==> src/rtl/fifo_sync_param.sv <==
// fifo_sync_param: single-clock FIFO of arbitrary depth with registered read
// data, an occupancy count, almost-full/almost-empty thresholds and sticky
// overflow/underflow flags.
module fifo_sync_param #(
   parameter int unsigned DEPTH    = 5,
   parameter int unsigned WIDTH    = 8,
   parameter int unsigned AF_LEVEL = 4,
   parameter int unsigned AE_LEVEL = 1
) (
   input  logic                         clk,
   input  logic                         reset,
   input  logic [WIDTH-1:0]             data_in,
   input  logic                         isValid,
   input  logic                         rdEn,
   output logic [WIDTH-1:0]             data_out,
   output logic                         outValid,
   output logic                         isFull,
   output logic                         isEmpty,
   output logic                         almostFull,
   output logic                         almostEmpty,
   output logic [$clog2(DEPTH+1)-1:0]   count,
   output logic                         overflow,
   output logic                         underflow,
   input  logic                         clrErr
);

   localparam int unsigned PTR_W = $clog2(DEPTH);
   localparam int unsigned CNT_W = $clog2(DEPTH + 1);

   logic [WIDTH-1:0] r_mem [0:DEPTH-1];
   logic [PTR_W-1:0] r_wr_ptr;
   logic [PTR_W-1:0] r_rd_ptr;
   logic [CNT_W-1:0] r_count;
   logic [WIDTH-1:0] r_data_out;
   logic             r_out_valid;
   logic             r_full;
   logic             r_empty;
   logic             r_almost_full;
   logic             r_almost_empty;
   logic             r_overflow;
   logic             r_underflow;

   logic             w_rd_acc;
   logic             w_wr_acc;
   logic [PTR_W-1:0] w_wr_ptr_next;
   logic [PTR_W-1:0] w_rd_ptr_next;
   logic [CNT_W-1:0] w_count_next;
   logic             w_overflow_next;
   logic             w_underflow_next;

   // Pointer advance with explicit wrap at DEPTH-1 (depth need not be 2^n).
   function automatic logic [PTR_W-1:0] f_ptr_inc(input logic [PTR_W-1:0] p);
      if (p == PTR_W'(DEPTH - 1)) begin
         return '0;
      end
      return p + PTR_W'(1);
   endfunction

   // Accept decisions, next pointers/count and next sticky error state.
   always_comb begin
      w_rd_acc         = 1'b0;
      w_wr_acc         = 1'b0;
      w_wr_ptr_next    = r_wr_ptr;
      w_rd_ptr_next    = r_rd_ptr;
      w_count_next     = r_count;
      w_overflow_next  = r_overflow;
      w_underflow_next = r_underflow;

      w_rd_acc = rdEn & ~r_empty;
      // A read from a full FIFO frees a slot, so the write passes through.
      w_wr_acc = isValid & (~r_full | rdEn);

      if (w_wr_acc) begin
         w_wr_ptr_next = f_ptr_inc(r_wr_ptr);
      end
      if (w_rd_acc) begin
         w_rd_ptr_next = f_ptr_inc(r_rd_ptr);
      end
      w_count_next = r_count + CNT_W'(w_wr_acc) - CNT_W'(w_rd_acc);

      // A new error event in the same cycle as clrErr wins over the clear.
      w_overflow_next  = (isValid & r_full & ~rdEn) | (r_overflow & ~clrErr);
      w_underflow_next = (rdEn & r_empty) | (r_underflow & ~clrErr);
   end

   // Storage array; contents are intentionally left unreset.
   always_ff @(posedge clk) begin
      if (w_wr_acc) begin
         r_mem[r_wr_ptr] <= data_in;
      end
   end

   // Pointers, count, registered read data and status flags.
   always_ff @(posedge clk or posedge reset) begin
      if (reset) begin
         r_wr_ptr       <= '0;
         r_rd_ptr       <= '0;
         r_count        <= '0;
         r_data_out     <= '0;
         r_out_valid    <= 1'b0;
         r_full         <= 1'b0;
         r_empty        <= 1'b1;
         r_almost_full  <= 1'b0;
         r_almost_empty <= 1'b1;
         r_overflow     <= 1'b0;
         r_underflow    <= 1'b0;
      end else begin
         r_wr_ptr       <= w_wr_ptr_next;
         r_rd_ptr       <= w_rd_ptr_next;
         r_count        <= w_count_next;
         r_out_valid    <= w_rd_acc;
         if (w_rd_acc) begin
            r_data_out <= r_mem[r_rd_ptr];
         end
         // Flags derive from the next count so they move with count itself.
         r_full         <= (w_count_next == CNT_W'(DEPTH));
         r_empty        <= (w_count_next == '0);
         r_almost_full  <= (w_count_next >= CNT_W'(AF_LEVEL));
         r_almost_empty <= (w_count_next <= CNT_W'(AE_LEVEL));
         r_overflow     <= w_overflow_next;
         r_underflow    <= w_underflow_next;
      end
   end

   assign data_out    = r_data_out;
   assign outValid    = r_out_valid;
   assign isFull      = r_full;
   assign isEmpty     = r_empty;
   assign almostFull  = r_almost_full;
   assign almostEmpty = r_almost_empty;
   assign count       = r_count;
   assign overflow    = r_overflow;
   assign underflow   = r_underflow;

endmodule

==> config.mk <==
export PLATFORM = sky130hd
export DESIGN_NAME = fifo_sync_param
export DESIGN_NICKNAME = d
export VERILOG_FILES = /design/src/rtl/fifo_sync_param.sv
export SDC_FILE = /design/constraint.sdc
export NUM_CORES = 1
export LEC_CHECK = 0
export BUFFER_PORTS_ARGS = -buffer_cell sky130_fd_sc_hd__buf_2
export CAP_MARGIN = 20
export CORE_UTILIZATION = 33
export DETAILED_ROUTE_END_ITERATION = 10
export PLACE_DENSITY_LB_ADDON = 0.1
export SETUP_SLACK_MARGIN = 0.1
export SYNTH_ARGS = -nofsm -noshare
export SYNTH_HDL_FRONTEND = slang
export SYNTH_SLANG_ARGS = --single-unit
==> constraint.sdc <==
create_clock -name clk -period 2.5 [get_ports clk]
set_clock_uncertainty 0.1 [all_clocks]
set_input_delay 0.125 -clock clk [delete_from_list [all_inputs] [get_ports clk]]
set_output_delay 0.125 -clock clk [all_outputs]
set_load 0.02 [all_outputs]
==> flow_summary_export.csv <==
group,metric,value,unit
floorplan,rows,31,
logic_synthesis,synth_seq_cells,64,
setup_path,path_class,"reg -> reg",
logic_synthesis,yosysWarnings,0,
run_status,status,"complete, no violations",
pwr,powerDensity,1160,nW/um2
min_path,hp-class,"in -> reg",
clock_network,clkTransAtPathRegs,0.07,ns
drt,drt-wirelength-per-cell,14.9,um
min_path,hold_depth,3,
floorplan,die-height,89.1,um
grt,antenna_found_initial,0,
floorplan,dieArea,7940,um2
timing,totalNegativeSetupSlack,0,ns
timing,period_share,0.911,
timing,setup_violations,0,
logic_synthesis,seq_area_frac_synth,0.721,
setup_path,worstSetupStartpointType,"flip-flop",
floorplan,initial_utilization,0.343,
drt,drt_iter0_markers,75,
grt,track_usage,0.138,
placed_design,dpl-instance-area,2860,um2
logic_synthesis,netlist_area,2500,um2
layout,final_nets,227,
drt,drc,0,
timing,max-slew-margin-rel,0.598,
clock_network,numClockSinks,64,
placed_design,place_congestion,0.705,
layout,drive_gt1_frac,0.349,
clock_network,clock_latency,0.33,ns
layout,antenna_cells,0,
setup_path,cp_data_arrival_time,2.45,ns
drt,drt-total-wl,4630,um
drt,viasPerCell,4.52,
timing,period_minus_slack,2.28,ns
floorplan,die-width,89.1,um
layout,final_cell_mix,"edfxtp_1, buf_2, dfrtp_1",
clock_network,cts_tree,"done",
layout,syn2layout_area_growth,28.4,%
logic_synthesis,synth_fp_nets,169,
timing,slew_violations,0,
layout,finish.utilization,0.441,
clock_network,cts_buffer_depth,2,
run,maxCapViolations,0,
layout,final_common_cell,"edfxtp_1",
timing,timing_hold_violations_final,0,
setup_path,startpoint,"isEmpty",
drt,postRouteAntennaNets,0,
floorplan,core_area,7290,um2
setup_path,crit_fanout,5,
timing,fmax,0.439,GHz
pwr,ir_drop,0.423,mV
clock_network,cts-buffers-inserted,9,
logic_synthesis,synth.avg_cell_area,16.8,um2
setup_path,worst_setup_path_end_kind,"flip-flop",
timing,tightest_slew,0.603,ns
logic_synthesis,synth_cells,149,
layout,fin_area,3210,um2
placed_design,dpl.hpwl,3000,um
layout,instances_no_fill,311,
grt,grt-ovfl-total,0,
placed_design,port_buffers,30,
grt,grt_start_max_net_pins,25,
setup_path,reg2reg_depth,10,
min_path,hp-start,"isValid",
setup_path,r2r-start,"isEmpty",
clock_network,h-tree-depth,3,
drt,dr.pass1.iters,4,
setup_path,cp.required,2.68,ns
drt,vias,1405,
logic_synthesis,synth_cell_types,27,
grt,grt_pass1_wl,7450,um
pwr,total_leakage_power,1.25,nW
grt,grt_pass1_vias,1404,
floorplan,ioPinCount,31,
clock_network,root_buffer,"clkbuf_8",
placed_design,place_inst,282,
timing,rsz0062_at_grt,"no",
-- layout make-up --
cell class,instances,area (um2)
Clock buffer,13,149
Clock inverter,3,42.5
Fill cell,706,4080
Inverter,12,50.0
Multi-Input combinational cell,69,686
Sequential cell,64,1800
Tap cell,99,124
Timing Repair Buffer,51,358
-- kinds of logic after synthesis --
| logic type | share of synthesized area |
|---|---|
| and+or+nand+nor | 0.0450 |
| buffers and inverters | 0.0295 |
| adders and majority gates | 0.0380 |
| DFF | 0.721 |
| muxes | 0.117 |
| AOI/OAI and AO/OA | 0.0385 |
| xor gates and xnor gates | 0.0105 |
-- through the flow --
step           setup WS, ns  power (W)  hold WS [ns]
2_1_floorplan        0.0517    0.00250        0.0381
3_3_place_gp          0.261    0.00283         0.226
3_5_place_dp          0.174    0.00286         0.234
4_1_cts               0.161    0.00376        0.0273
5_1_grt               0.131    0.00399        0.0520
6_report              0.222    0.00373        0.0372
-- where the power goes --
part	leakage, nW	switching (W)	total [W]	internal, W
clock	0.0936	0.000378	0.000866	0.000488
combinational	0.509	0.000587	0.00118	0.000593
sequential	0.646	0.000262	0.00168	0.00142
-- worst max-delay path: stages, from the launching register on --
cell and delay (ns):
dfstp_2 0.54, nand2b_4 0.16, clkinv_4 0.06, ha_4 0.21, inv_2 0.06, ha_4 0.11, inv_2 0.03, fa_2 0.39
xnor2_4 0.21, xnor2_2 0.16, and3_1 0.18
-- cells in the mapped netlist --
cell type | n | area, um2
edfxtp_1 | 40 | 1200
dfrtp_1 | 22 | 551
inv_1 | 11 | 41.3
a21oi_1 | 10 | 50.1
nor2_1 | 10 | 37.5
mux2i_1 | 8 | 80.1
mux4_2 | 8 | 180
ha_1 | 6 | 75.1
nor4_1 | 4 | 25.0
mux2_2 | 3 | 33.8
nand2_1 | 3 | 11.3
nand2b_1 | 3 | 18.8
o21ai_0 | 3 | 15.0
xnor2_1 | 3 | 26.3
buf_2 | 2 | 10.0
dfstp_2 | 2 | 52.6
a22o_1 | 1 | 8.76
and3_1 | 1 | 6.26
buf_4 | 1 | 7.51
buf_6 | 1 | 11.3
clkinv_1 | 1 | 3.75
fa_1 | 1 | 20.0
nor3_1 | 1 | 5.00
nor4b_1 | 1 | 8.76
o211ai_1 | 1 | 7.51
o22ai_1 | 1 | 6.26
o2bb2ai_1 | 1 | 8.76
-- sequential cells by signal, indices dropped and copies added, names as in the netlist --
register / cells
isEmpty: 1
outValid: 1
underflow: 1
isFull: 1
r_wr_ptr: 3
almostEmpty: 1
almostFull: 1
r_mem: 40
r_rd_ptr: 3
count: 3
data_out: 8
overflow: 1
-- repair_timing --
item,CTS,global route
hold endpoints to repair,64,0
endpoints found under the setup margin,0,2
buffers inserted,0,0
gates resized for setup,0,1
hold buffers,12,0
-- per-layer routing --
layer / part of all wire / wire length [um] / up-vias / GRT usage
li1: - / - / 672 / -
met1: 0.44 / 2050 / 707 / 0.169
met2: 0.51 / 2360 / 21 / 0.218
met3: 0.031 / 145 / 5 / 0.0471
met4: 0.016 / 76 / 0 / 0.0736
met5: 0 / 0 / - / 0
-- path summary, 6_finish.rpt --
path | to | slack (ns)
setup / recovery | isFull | 0.22
hold / removal | r_wr_ptr[2] | 0.04
setup reg to reg | isFull | 0.22
hold reg to reg | data_out[3] | 0.42
max in group asynchronous | isEmpty | 1.60
min in group asynchronous | data_out[3] | 0.20
Note: power is estimated with default switching activity, not from simulation.
